### src/rtl/ps2_pkg.sv
// Shared types and constants for the PS/2 keyboard receiver: frame states,
// scan-code prefixes, HID usage codes and the scan-code to HID translation.
package ps2_pkg;

    typedef enum logic [1:0] {
        IDLE   = 2'd0,
        DATA   = 2'd1,
        PARITY = 2'd2,
        STOP   = 2'd3
    } frame_state_t;

    localparam logic [7:0] PS2_EXT   = 8'hE0;
    localparam logic [7:0] PS2_BRK   = 8'hF0;

    localparam logic [7:0] HID_NONE  = 8'h00;
    localparam logic [7:0] HID_A     = 8'h04;
    localparam logic [7:0] HID_D     = 8'h07;
    localparam logic [7:0] HID_M     = 8'h10;
    localparam logic [7:0] HID_S     = 8'h16;
    localparam logic [7:0] HID_W     = 8'h1A;
    localparam logic [7:0] HID_ENTER = 8'h28;
    localparam logic [7:0] HID_SPACE = 8'h2C;
    localparam logic [7:0] HID_RIGHT = 8'h4F;
    localparam logic [7:0] HID_LEFT  = 8'h50;
    localparam logic [7:0] HID_DOWN  = 8'h51;
    localparam logic [7:0] HID_UP    = 8'h52;

    function automatic logic odd_parity_ok(input logic [7:0] data, input logic par);
        return ^{par, data};
    endfunction

    function automatic logic [7:0] ps2_to_hid(input logic ext, input logic [7:0] code);
        logic [7:0] hid;
        case ({ext, code})
            9'h01C:  hid = HID_A;
            9'h023:  hid = HID_D;
            9'h01B:  hid = HID_S;
            9'h01D:  hid = HID_W;
            9'h029:  hid = HID_SPACE;
            9'h03A:  hid = HID_M;
            9'h05A:  hid = HID_ENTER;
            9'h175:  hid = HID_UP;
            9'h172:  hid = HID_DOWN;
            9'h16B:  hid = HID_LEFT;
            9'h174:  hid = HID_RIGHT;
            default: hid = HID_NONE;
        endcase
        return hid;
    endfunction

endpackage

### src/rtl/ps2_frame_rx.sv
// PS/2 frame receiver: pin synchronisers, falling-edge detect, 11-bit frame
// FSM with odd parity and stop-bit check, and a mid-frame inactivity timeout.
module ps2_frame_rx
    import ps2_pkg::*;
#(
    parameter int TIMEOUT_CYC = 50000
) (
    input  logic       i_clk,
    input  logic       i_rst_n,
    input  logic       i_ps2_clk,
    input  logic       i_ps2_dat,
    output logic [7:0] o_byte,
    output logic       o_byte_valid,
    output logic       o_err
);

    localparam int              CW      = (TIMEOUT_CYC > 1) ? $clog2(TIMEOUT_CYC) : 1;
    localparam logic [CW-1:0]   CNT_MAX = CW'(TIMEOUT_CYC - 1);

    logic               r_clk_meta, r_clk_sync, r_clk_prev;
    logic               r_dat_meta, r_dat_sync;
    logic               w_fall;
    frame_state_t       r_state;
    logic [2:0]         r_bit_cnt;
    logic [7:0]         r_shift;
    logic               r_par_ok;
    logic [CW-1:0]      r_idle_cnt;

    // Two-flop synchronisers; reset to the idle-high bus level so no false edge appears.
    always_ff @(posedge i_clk or negedge i_rst_n) begin
        if (!i_rst_n) begin
            r_clk_meta <= 1'b1;
            r_clk_sync <= 1'b1;
            r_clk_prev <= 1'b1;
            r_dat_meta <= 1'b1;
            r_dat_sync <= 1'b1;
        end else begin
            r_clk_meta <= i_ps2_clk;
            r_clk_sync <= r_clk_meta;
            r_clk_prev <= r_clk_sync;
            r_dat_meta <= i_ps2_dat;
            r_dat_sync <= r_dat_meta;
        end
    end

    assign w_fall = r_clk_prev & ~r_clk_sync;

    // Frame FSM with timeout; byte_valid and err are registered one-cycle pulses.
    always_ff @(posedge i_clk or negedge i_rst_n) begin
        if (!i_rst_n) begin
            r_state      <= IDLE;
            r_bit_cnt    <= 3'd0;
            r_shift      <= 8'h00;
            r_par_ok     <= 1'b0;
            r_idle_cnt   <= '0;
            o_byte       <= 8'h00;
            o_byte_valid <= 1'b0;
            o_err        <= 1'b0;
        end else begin
            o_byte_valid <= 1'b0;
            o_err        <= 1'b0;
            if (r_state == IDLE) begin
                r_idle_cnt <= '0;
                if (w_fall && !r_dat_sync) begin
                    r_state   <= DATA;
                    r_bit_cnt <= 3'd0;
                end
            end else if (w_fall) begin
                r_idle_cnt <= '0;
                case (r_state)
                    DATA: begin
                        r_shift <= {r_dat_sync, r_shift[7:1]};
                        if (r_bit_cnt == 3'd7) begin
                            r_state <= PARITY;
                        end else begin
                            r_bit_cnt <= r_bit_cnt + 3'd1;
                        end
                    end
                    PARITY: begin
                        r_par_ok <= odd_parity_ok(r_shift, r_dat_sync);
                        r_state  <= STOP;
                    end
                    STOP: begin
                        if (r_dat_sync && r_par_ok) begin
                            o_byte       <= r_shift;
                            o_byte_valid <= 1'b1;
                        end else begin
                            o_err <= 1'b1;
                        end
                        r_state <= IDLE;
                    end
                    default: r_state <= IDLE;
                endcase
            end else if (r_idle_cnt == CNT_MAX) begin
                r_state    <= IDLE;
                r_idle_cnt <= '0;
                o_err      <= 1'b1;
            end else begin
                r_idle_cnt <= r_idle_cnt + {{(CW-1){1'b0}}, 1'b1};
            end
        end
    end

endmodule

### src/rtl/ps2_keycode_rx.sv
// PS/2 keyboard front end: decodes make/break prefixes, translates to HID
// usage codes and keeps a four-slot table of held keys for the game logic.
module ps2_keycode_rx
    import ps2_pkg::*;
#(
    parameter int TIMEOUT_CYC = 50000
) (
    input  logic        Clk,
    input  logic        Reset_n,
    input  logic        PS2_CLK,
    input  logic        PS2_DAT,
    output logic [31:0] keycode,
    output logic        key_event,
    output logic        frame_err
);

    logic [7:0]         w_byte;
    logic               w_byte_valid;
    logic               w_err;
    logic [7:0]         w_hid;
    logic [3:0]         w_match, w_empty;
    logic               w_hit, w_free;
    logic [1:0]         w_hit_idx, w_free_idx;
    logic               r_ext, r_brk, r_key_event;
    logic [3:0][7:0]    r_slots;

    ps2_frame_rx #(.TIMEOUT_CYC(TIMEOUT_CYC)) u_frame_rx (
        .i_clk        (Clk),
        .i_rst_n      (Reset_n),
        .i_ps2_clk    (PS2_CLK),
        .i_ps2_dat    (PS2_DAT),
        .o_byte       (w_byte),
        .o_byte_valid (w_byte_valid),
        .o_err        (w_err)
    );

    // Slot lookup: where the translated key already sits and the lowest free slot.
    always_comb begin
        w_hid = ps2_to_hid(r_ext, w_byte);
        for (int i = 0; i < 4; i++) begin
            w_match[i] = (r_slots[i] == w_hid);
            w_empty[i] = (r_slots[i] == HID_NONE);
        end
        w_hit  = |w_match;
        w_free = |w_empty;
        if (w_match[0])      w_hit_idx = 2'd0;
        else if (w_match[1]) w_hit_idx = 2'd1;
        else if (w_match[2]) w_hit_idx = 2'd2;
        else                 w_hit_idx = 2'd3;
        if (w_empty[0])      w_free_idx = 2'd0;
        else if (w_empty[1]) w_free_idx = 2'd1;
        else if (w_empty[2]) w_free_idx = 2'd2;
        else                 w_free_idx = 2'd3;
    end

    // Prefix flags and slot table; a slot is never moved once written.
    always_ff @(posedge Clk or negedge Reset_n) begin
        if (!Reset_n) begin
            r_ext       <= 1'b0;
            r_brk       <= 1'b0;
            r_slots     <= '0;
            r_key_event <= 1'b0;
        end else begin
            r_key_event <= 1'b0;
            if (w_err) begin
                r_ext <= 1'b0;
                r_brk <= 1'b0;
            end else if (w_byte_valid) begin
                if (w_byte == PS2_EXT) begin
                    r_ext <= 1'b1;
                end else if (w_byte == PS2_BRK) begin
                    r_brk <= 1'b1;
                end else begin
                    r_ext <= 1'b0;
                    r_brk <= 1'b0;
                    if (w_hid != HID_NONE) begin
                        if (r_brk) begin
                            if (w_hit) begin
                                r_slots[w_hit_idx] <= HID_NONE;
                                r_key_event        <= 1'b1;
                            end
                        end else if (!w_hit && w_free) begin
                            r_slots[w_free_idx] <= w_hid;
                            r_key_event         <= 1'b1;
                        end
                    end
                end
            end
        end
    end

    assign keycode   = r_slots;
    assign key_event = r_key_event;
    assign frame_err = w_err;

endmodule

### config.mk
export PLATFORM = sky130hd
export DESIGN_NAME = ps2_keycode_rx
export DESIGN_NICKNAME = d
export VERILOG_FILES = /design/src/rtl/ps2_pkg.sv /design/src/rtl/ps2_frame_rx.sv /design/src/rtl/ps2_keycode_rx.sv
export SDC_FILE = /design/constraint.sdc
export NUM_CORES = 1
export LEC_CHECK = 0
export ABC_AREA = 1
export CAP_MARGIN = 10
export CORE_UTILIZATION = 54
export CTS_CLUSTER_SIZE = 28
export DETAILED_ROUTE_END_ITERATION = 8
export GPL_TIMING_DRIVEN = 0
export PLACE_DENSITY = 0.77
export SETUP_SLACK_MARGIN = 0.3
export SLEW_MARGIN = 20
export SYNTH_ARGS = -nofsm -noshare
export SYNTH_HDL_FRONTEND = slang
export SYNTH_SLANG_ARGS = --single-unit
export TNS_END_PERCENT = 50
### constraint.sdc
create_clock -name Clk -period 2.5 [get_ports Clk]
set_clock_uncertainty 0.15 [all_clocks]
set_input_delay 0.375 -clock Clk [delete_from_list [all_inputs] [get_ports Clk]]
set_output_delay 0.375 -clock Clk [all_outputs]
set_load 0.1 [all_outputs]
Yosys cells after proc, flatten, opt, wreduce, memory -nomap -nowiden
Cells that the tools add are included.
Widths: inputs -> output; s select.
- flip-flop bits (word level): 80
- output and inout port bits: 34
- logic and storage cells: 145
- add/sub/neg operators: 2
- magnitude comparators: 4
- eq/ne operators: 28
- mux-type cells: 54
- bitwise logic cells: 8
- reductions and logical operators: 29
- operators with widths (operator ; number):
    $mux 32 ; 3
    $pmux 7 s11 ; 1
    $mux 16 ; 3
    $eq 9x9->1 const B ; 4
    $and 32x32->32 ; 1
    $bwmux 32 ; 1
    $demux 8 s2 ; 2
    $eq 8x8->1 ; 4
    $logic_not 8->1 ; 4
    $not 32->32 ; 1
    $eq 9x5->1 const B ; 3
    $eq 9x6->1 const B ; 3
    $mux 1 ; 27
    $mux 2 ; 9
    $add 16x1->16 const B ; 1
    $eq 16x16->1 const B ; 1
    $eq 8x8->1 const B ; 2
    $mux 8 ; 2
    $mux 3 ; 5
    $eq 9x7->1 const B ; 1
    $reduce_and 3->1 ; 3
    $reduce_xor 9->1 ; 1
    $reduce_and 4->1 ; 2
    $reduce_bool 2->1 ; 4
    21 further kinds ; 37

Depth between registers and ports, before layout
Gate-level depths: netlist (run 1).
- word-level depth: 14
- depth in mapped cells: 22

By module
From an unflattened synthesis (run 1), not the netlist that was laid out.
- cell total of the unflattened synthesis: 721
- area total of the unflattened synthesis: 5078.6 um^2
- by module, submodules not included (module ; instances ; cells each ; area each (um^2) ; seq. area each (um^2)):
    ps2_keycode_rx ; 1 ; 453 ; 2793.9 ; 875.8
    ps2_frame_rx ; 1 ; 268 ; 2284.7 ; 1132.3

Worst setup path before layout (run 1)
No wires, ideal clock.
- path type: register -> register
- from: register r_slots, in the netlist keycode[12]
- to: register r_slots, in the netlist keycode[29]
- arrival time: 2.396 ns
- setup slack: -0.159 ns
- stages on the path, launching flop included: 16
- buffers on the path: 1
- clock period less this slack: 2.659 ns
- path through: dfrtp_1 -> nor4_1 -> nand3_1 -> nand2_1 -> nor2_1 -> nand2_1 -> inv_1 -> nand2_1 -> nand2_1 -> nor2_1 -> nand2_4 -> nor2_8 -> buf_8 -> nand3_1 -> nand2_1 -> inv_1
- word-level cells in the longest chain between the ends: 11
- ends and longest elaborated chain (item ; line ; text):
    from (decl) ; ps2_keycode_rx.sv:25 ; logic [3:0][7:0] r_slots;
    from (signal, indexed assignment) ; ps2_keycode_rx.sv:83 ; r_slots[w_free_idx] <= w_hid;
    $eq 8x8->1 ; ps2_keycode_rx.sv:41 ; w_match[i] = (r_slots[i] == w_hid);
    $mux 2 ; ps2_keycode_rx.sv:47 ; else if (w_match[1]) w_hit_idx = 2'd1;
    $mux 2 ; ps2_keycode_rx.sv:46 ; if (w_match[0]) w_hit_idx = 2'd0;
    $lt 2x3->1 (implied by the code) or $ge 2x1->1 (tied branches) ; ps2_keycode_rx.sv:79 ; r_slots[w_hit_idx] <= HID_NONE;
    $logic_and 1x1->1 (implied by the code) ; ps2_keycode_rx.sv:79 ;
    $mux 8 (implied by the code) ; ps2_keycode_rx.sv:79 ;
    $demux 8 s2 ; ps2_keycode_rx.sv:79 ;
    $not 32->32 (no source line) ; -- ;
    $and 32x32->32 (no source line) ; -- ;
    $mux 32 ; ps2_keycode_rx.sv:78 ; if (w_hit) begin
    $mux 32 ; ps2_keycode_rx.sv:77 ; if (r_brk) begin
Parallel ways exist; a longest one is shown, timed or not. The select of a mux whose other input is x is not followed.
A chain may end at the register's enable or synchronous reset.

Worst setup path after layout (run 1)
- from: register u_frame_rx.o_byte[4]
- to: register r_slots, in the netlist keycode[26]
- word-level cells in the longest chain between the ends: 14
- ends and longest elaborated chain (item ; line ; text):
    from (decl) ; ps2_frame_rx.sv:12 ; output logic [7:0] o_byte,
    from (signal assigned) ; ps2_frame_rx.sv:85 ; o_byte <= r_shift;
    $eq 9x9->1 (tied with other cells) ; ps2_pkg.sv:34 ; case ({ext, code})
    $pmux 7 s11 ; ps2_pkg.sv:34 ;
    $eq 8x8->1 ; ps2_keycode_rx.sv:41 ;
    $mux 1 ; ps2_keycode_rx.sv:48 ; else if (w_match[2]) w_hit_idx = 2'd2;
    $mux 2 ; ps2_keycode_rx.sv:47 ;
    $mux 2 ; ps2_keycode_rx.sv:46 ;
    $lt 2x3->1 (implied by the code) or $ge 2x1->1 (tied branches) ; ps2_keycode_rx.sv:79 ;
    $logic_and 1x1->1 (implied by the code) ; ps2_keycode_rx.sv:79 ;
    $mux 8 (implied by the code) ; ps2_keycode_rx.sv:79 ;
    $demux 8 s2 ; ps2_keycode_rx.sv:79 ;
    $not 32->32 (no source line) ; -- ;
    $and 32x32->32 (no source line) ; -- ;
    $mux 32 ; ps2_keycode_rx.sv:78 ;
    $mux 32 ; ps2_keycode_rx.sv:77 ;
Parallel ways exist; a longest one is shown, timed or not. The select of a mux whose other input is x is not followed.

==> results of run 1 <==
==> state kept, by name (all words and copies together), names as in the netlist, 2 cells and up <==
register               flops
keycode                   32
u_frame_rx.o_byte          8
u_frame_rx.r_bit_cnt       3
u_frame_rx.r_idle_cnt     16
u_frame_rx.r_shift         8
u_frame_rx.r_state         2
==> repair_timing <==
item,in CTS,in global routing
buffers inserted,21,20
endpoints found under the hold margin,21,0
gates resized for setup,108,59
pin swaps,26,28
hold buffers,1,0
setup endpoints to repair,64,68
cloned,2,1
==> cells by family after synthesis <==
group	count (synthesis)	share of synthesized area
simple gates	457	0.410
buf+inv	123	0.0967
flops	80	0.389
compound gates	60	0.0654
xor+xnor	10	0.0170
fa+ha+maj	9	0.0218
==> critical path, delay by kind of cell (launching register included) <==
| kind | cells | cell delay [ps] |
|---|---|---|
| buffers and inverters | 4 | 350 |
| and+or+nand+nor | 17 | 1760 |
| DFF | 1 | 460 |
==> power groups by stage <==
stage	registers (mW)	logic (mW)	clock network [mW]
final	1.56	0.884	0.910
after global routing	1.58	0.989	0.966
after CTS	1.55	0.841	0.924
after detailed placement	1.58	0.795	0
after global placement	1.57	0.758	0
after floorplan	1.56	0.609	0
==> path summary, 6_finish.rpt <==
check	from	to	slack [ps]	cells after the start
worst min-delay path	u_frame_rx.r_clk_meta	u_frame_rx.r_clk_sync	210	0
worst min register to register	u_frame_rx.r_clk_meta	u_frame_rx.r_clk_sync	210	0
worst max register to register	u_frame_rx.o_byte[4]	keycode[26]	-340	21
max in group asynchronous	Reset_n	u_frame_rx.r_clk_sync	1230	3
min in group asynchronous	Reset_n	u_frame_rx.o_byte[0]	310	2
worst max-delay path	u_frame_rx.o_byte[4]	keycode[26]	-340	21
==> metal layers <==
layer	vias up	track usage
met4	0	0.144
met3	51	0.0453
met1	2556	0.351
met5	-	0
li1	2549	-
met2	245	0.483
==> layout by cell type (no fill, tap or decap), drive strengths merged, types with 9 or more instances in the layout <==
cell type / instances
ha: 9
nor3: 10
a21oi: 14
buf: 52
nor4: 9
clkdlybuf4s15: 13
o21ai: 39
nand2: 246
nand4: 25
dlygate4sd2: 14
dfrtp: 75
nand3: 92
clkbuf: 26
inv: 110
nor2: 67
==> final cells by class <==
cell class	instances	area (um2)	share of cell area
inverters	108	415	0.0620
flip-flops and latches	80	2060	0.307
repair buffers	83	733	0.109
multi-input cells	536	3060	0.456
clock inverters	6	51.3	0.00765
plain buffers	15	98.8	0.0147
clock buffers	10	128	0.0190
well taps	129	161	0.0241
==> PnR_summary.wiki, run 1 <==
{| class="wikitable"
! Metric !! Value
|-
| Result of the run || finished, violations left
|-
| Failing checks || setup timing
|-
| Floorplan core area || 9240 um2
|-
| Pwr Total || 3.36 mW
|-
| TritonCTS buffer count || 9
|-
| Gp weighted congestion || 0.897
|-
| Synth Net Count || 752
|-
| Width of the die || 99.8 um
|-
| Clock period minus worst slack || 2840 ps
|-
| Final number of setup-violating endpoints || 29
|-
| Cell-by-cell trace of the critical path || inv_1, nand2_2, nor2_1, nand3_1, nand2_1, inv_2, nand2_4, nand2_1, nand2_1, nand2_1, nor2_2, nand2_2, nand2_4, nor2_4, nand2_4, nand2_4, nor2_8, buf_4, nand3_1, nand2_1, inv_1
|-
| Routed len/inst || 14.7 um
|-
| Detailed placer's ending HPWL || 9340 um
|-
| Grt total ovfl || 0
|-
| Count of yosys warnings during synthesis || 0
|-
| CTS HTree Levels || 3
|-
| Number of vias after detailed routing || 5401
|-
| Highest metal layer with signal wires || met4
|-
| Global-route wire length before repair || 22400 um
|-
| Leakage || 3.39 nW
|-
| CTS clock-pin slew for the worst setup and hold paths || 90 ps
|-
| Length of routed met3 wiring || 934 um
|-
| Clk buf depth || 2
|-
| Highest fanout seen on the critical path || 6
|-
| Top cell by count, worst path || nand2_1
|-
| Area leader, netlist || dfrtp_1
|-
| Post-route DRC violation count || 0
|-
| Antenna diodes || 0
|-
| Dominant cells by area after synthesis || dfrtp_1 (36%), nand2_1 (17%), nand3_1 (8.1%)
|-
| Clock root buffer || clkbuf_8
|-
| Post-route cell area || 6700 um2
|-
| Nets || 846
|-
| Setup repair after global routing missed its margin || true
|-
| Rows || 35
|-
| Count of max-cap constraint violations || 0
|-
| Internal power contribution || 2.15 mW
|-
| Placement-stage cell area || 5790 um2
|-
| Routed Antenna Nets || 0
|-
| TritonCTS Sinks || 80
|-
| Initial DRC count || 376
|-
| Number of cells produced by synthesis || 739
|-
| Tightest Pin Transition || 1010 ps
|-
| Wire length on met1 || 5880 um
|-
| Crit path arrival time || 2940 ps
|-
| Later-pin clock latency in the skew report || 360 ps
|-
| Antenna violations before repair || 0
|-
| Number of failing hold endpoints at the final stage || 0
|-
| Routed wire length || 14200 um
|-
| Worst IR Drop VDD || 0.460 mV
|-
| Power per cell area || 501 nW/um2
|-
| Psw || 1.20 mW
|-
| Post-synth top flop || dfrtp_1
|-
| Maximum number of pins on one net before global-route repair || 57
|-
| Pre-CTS worst setup slack || -312 ps
|-
| Kind of end point of the critical path || flip-flop
|-
| Synthesized area divided by synthesized cell count || 6.99 um2
|-
| Number of filler cells placed in the layout || 719
|-
| Via count of the first global-routing pass || 4904
|-
| Number of standard cells in the layout, taps in and fillers out || 967
|-
| Timing-limited maximum frequency || 352 MHz
|-
| Final Hold Slack || 208 ps
|-
| Rel. slew slack || 0.332
|-
| Share of total power in combinational logic || 0.263
|-
| Total Negative Setup Slacks || -8330 ps
|-
| Area share of the leading cell type in the synthesized netlist || 0.363
|-
| Async set-reset flop share out of synthesis || 1.00
|-
| Post-DR vias/cell || 5.59
|-
| Sequential element share of the synthesized area || 0.389
|-
| Count of buffers inserted at the top-level ports || 37
|-
| Share of layout cells above drive strength 1 || 0.264
|-
| Fraction of power spent switching nets || 0.359
|-
| Placed Cells || 906
|-
| Critical path required time || 2600 ps
|-
| Total Die Area || 9960 um2
|-
| Crit path largest cell delay || 460 ps
|-
| Post-route core utilization || 0.726
|-
| Register bit total from synthesis || 80
|-
| Clk network pwr share || 0.271
|-
| Ratio of final minimum period to clock period || 1.14
|-
| WL met2 || 6930 um
|-
| Floorplan die height || 99.8 um
|-
| EDFF count, synth || 0
|-
| Slowest cell on the critical path || dfrtp_2
|-
| TritonCTS clock tree || yes
|-
| Number of distinct library cells after synthesis || 40
|-
| Setup Crit Path Kind || flip-flop to flip-flop
|-
| Type of origin of the critical path || flip-flop
|-
| Total routing resource utilization after global routing || 0.284
|-
| Most frequent cell after synthesis || nand2_1
|-
| Pins Over Slew Limit || 0
|-
| Initial standard-cell utilization of the core || 0.559
|-
| Layout-stage area growth over the synthesis result || 29.8%
|-
| Leading post-synthesis cells by instance count || nand2_1 (228), inv_1 (95), nand3_1 (84), dfrtp_1 (75), nor2_1 (56)
|-
| Number of primary I/O pins || 38
|-
| Syn Std Cell Area || 5160 um2
|-
| Detailed Routing Iterations Pass 1 || 7
|-
| Relative contribution of sequential cells to total power || 0.466
|-
| Smallest setup slack after layout || -342 ps
|-
| Worst Hold Class || flip-flop to flip-flop
|}
Note: power is estimated with default switching activity, not from simulation.
==> inputs of run 2 (changes only) <==
Settings changed: CORE_UTILIZATION 54 to 59, PLACE_DENSITY 0.77 to 0.8.
Clock period 2.5 ns to 2.8 ns, I/O delays scaled along.
==> PnR_summary.wiki, run 2 (synthesis results as in run 1) <==
{| class="wikitable"
! Metric !! Value
|-
| Failing checks || setup timing
|-
| Total routing resource utilization after global routing || 0.323 (+0.0390)
|-
| Result of the run || finished, violations left
|-
| Critical register-to-register path endpoint || keycode[30]
|-
| Floorplan die height || 95.6 um (-4.2%)
|-
| Floorplan core area || 8340 um2 (-9.7%)
|-
| Post-route cell area || 6920 um2 (+3.2%)
|-
| Psw || 1.08 mW (-10%)
|-
| Detailed Routing Iterations Pass 1 || 8 (+1)
|-
| Share of layout cells above drive strength 1 || 0.268 (+0.00469)
|-
| Setup repair after global routing missed its margin || true
|-
| Count of cells along the worst register-to-register path || 20 (-4.8%)
|-
| Rows || 33 (-5.7%)
|-
| Post-route DRC violation count || 0 (unchanged)
|-
| TritonCTS buffer count || 9 (unchanged)
|-
| Detailed placer's ending HPWL || 9610 um (+2.9%)
|-
| Crit path arrival time || 2990 ps (+50 ps)
|-
| Initial DRC count || 553 (+47%)
|-
| Routed wire length || 15600 um (+9.4%)
|-
| Timing-limited maximum frequency || 346 MHz (-1.7%)
|-
| Total Negative Setup Slacks || -601 ps (+7730 ps)
|-
| Gp weighted congestion || 0.933 (+4.0%)
|-
| Via count of the first global-routing pass || 5060 (+3.2%)
|-
| CTS HTree Levels || 3 (unchanged)
|-
| Routed Antenna Nets || 0 (unchanged)
|-
| Antenna diodes || 0 (unchanged)
|-
| Count of buffers inserted at the top-level ports || 37 (unchanged)
|-
| Number of filler cells placed in the layout || 505 (-30%)
|-
| Most common cell after layout, fill and taps aside || nand2_1
|-
| Rel. slew slack || 0.335 (+0.00294)
|-
| Grt total ovfl || 0 (unchanged)
|-
| Worst IR Drop VDD || 0.448 mV (-2.5%)
|-
| Pins Over Slew Limit || 0 (unchanged)
|-
| Antenna violations before repair || 0 (unchanged)
|-
| Share of total power in combinational logic || 0.252 (-0.011)
|-
| Highest fanout seen on the critical path || 8 (+2)
|-
| Nets || 850 (+0.47%)
|-
| Count of max-cap constraint violations || 0 (unchanged)
|-
| Worst setup path end || keycode[30]
|-
| Clock period minus worst slack || 2890 ps (+47.8 ps)
|-
| Setup Crit Path Kind || flip-flop to flip-flop
|-
| Type of origin of the critical path || flip-flop
|-
| Relative contribution of sequential cells to total power || 0.448 (-0.018)
|-
| Fraction of power spent switching nets || 0.347 (-0.0113)
|-
| Largest register FFs || 32 (unchanged)
|-
| Width of the die || 95.6 um (-4.2%)
|-
| CTS clock-pin slew for the worst setup and hold paths || 80 ps (about the same)
|-
| Tightest Pin Transition || 997 ps (-10.0 ps)
|-
| FF-to-FF setup slack || -90 ps (+250 ps)
|-
| Combined flip-flop and latch cell area || 2040 um2 (-0.85%)
|-
| Number of failing hold endpoints at the final stage || 0 (unchanged)
|-
| Number of vias after detailed routing || 5716 (+5.8%)
|-
| Internal power contribution || 2.03 mW (-5.8%)
|-
| Routed len/inst || 16.5 um (+12%)
|-
| Total Die Area || 9130 um2 (-8.3%)
|-
| Later-pin clock latency in the skew report || 360 ps (about the same)
|-
| TritonCTS Sinks || 80 (unchanged)
|-
| Most frequent cells in the layout || nand2_1 (200), inv_1 (92), nand3_1 (66)
|-
| Reg2reg start || u_frame_rx.o_byte[7]
|-
| Clk network pwr share || 0.299 (+0.028)
|-
| Leakage || 3.94 nW (+16%)
|-
| Smallest setup slack after layout || -89.7 ps (+252 ps)
|-
| Worst Hold Class || flip-flop to flip-flop
|-
| Initial standard-cell utilization of the core || 0.619 (+0.0603)
|-
| Hold Startpoint || u_frame_rx.r_clk_meta
|-
| Clk buf depth || 2 (unchanged)
|-
| Ratio of final minimum period to clock period || 1.03 (-0.105)
|-
| Placement-stage cell area || 5720 um2 (-1.2%)
|-
| Maximum number of pins on one net before global-route repair || 47 (-18%)
|-
| Layout-stage area growth over the synthesis result || 34.0%
|-
| Post-DR vias/cell || 6.04 (+8.1%)
|-
| Post-route core utilization || 0.829 (+0.104)
|-
| Area of the multi-input gates || 3090 um2 (+1.1%)
|-
| Global-route wire length before repair || 22800 um (+2.1%)
|-
| Final number of setup-violating endpoints || 18 (-38%)
|-
| Kind of end point of the critical path || flip-flop
|-
| Power per cell area || 449 nW/um2 (-10%)
|-
| Clock root buffer || clkbuf_8
|-
| TritonCTS clock tree || yes
|-
| Critical path required time || 2900 ps (+300 ps)
|-
| Number of primary I/O pins || 38 (unchanged)
|-
| Critical path origin || u_frame_rx.o_byte[7]
|}
## run 2: layout make-up
type	instances	share of cell area
Multi-Input combinational cell	536	0.446
Sequential cell	80	0.295
Timing Repair Buffer	87	0.134
Inverter	108	0.0597
Clock buffer	10	0.0199
Tap cell	105	0.0190
Buffer	15	0.0148
Clock inverter	6	0.0107
## run 2: power by group through the flow
stage	Sequential, mW	Combinational, mW	Clock [mW]
CTS	1.39	0.761	0.932
global placement	1.40	0.677	0
detailed placement	1.41	0.724	0
floorplan	1.39	0.542	0
finish	1.39	0.784	0.930
global route	1.41	0.898	0.976
## run 2: worst max-delay path, cell delays in order (launching register included)
cell and delay, ps:
dfrtp_1 410, inv_2 80, nand2_4 70, nor2_4 250, nand3_4 170, buf_12 170
nand3_4 140, nand2_1 110, nand2_1 130, nand3_2 110, nor2_4 130, nand2_4 80
nand2_4 90, nor2_4 60, nand2_4 70, nand2_4 60, nor2_8 170, buf_8 150
nand3_1 70, nand2_1 80, inv_1 30
## run 2: worst min-delay path by stage
| stage | to | slack [ps] | cells past startpoint |
|---|---|---|---|
| after floorplan | key_event | -30 | 0 |
| after global placement | u_frame_rx.r_dat_sync | 200 | 0 |
| after detailed placement | u_frame_rx.r_clk_sync | 200 | 0 |
| after CTS | u_frame_rx.r_clk_sync | 210 | 0 |
| after global routing | u_frame_rx.r_clk_sync | 220 | 0 |
| final | u_frame_rx.r_clk_sync | 210 | 0 |
## run 2: stage by stage
stage,power (mW),std cells,setup WS (ps),hold slack (ps)
2_1_floorplan,1.93,739,304,-25.6
3_3_place_gp,2.08,881,-1770,196
3_5_place_dp,2.13,882,-44.8,199
4_1_cts,3.08,921,122,211
5_1_grt,3.28,947,-181,218
6_report,3.11,947,-89.7,211
## run 2: routing by layer
metal | up-vias | global-route usage | share of wire
li1 | 2569 | - | -
met1 | 2667 | 0.401 | 0.39
met2 | 382 | 0.562 | 0.48
met3 | 98 | 0.0518 | 0.091
met4 | 0 | 0.123 | 0.047
met5 | - | 0 | 0
## run 2: what timing repair did
action,CTS,global route
hold endpoints to repair,34,0
hold buffers,1,0
endpoints found under the setup margin,48,62
pin swaps,20,37
setup buffers,21,25
cloned,1,1
resized for setup,71,85
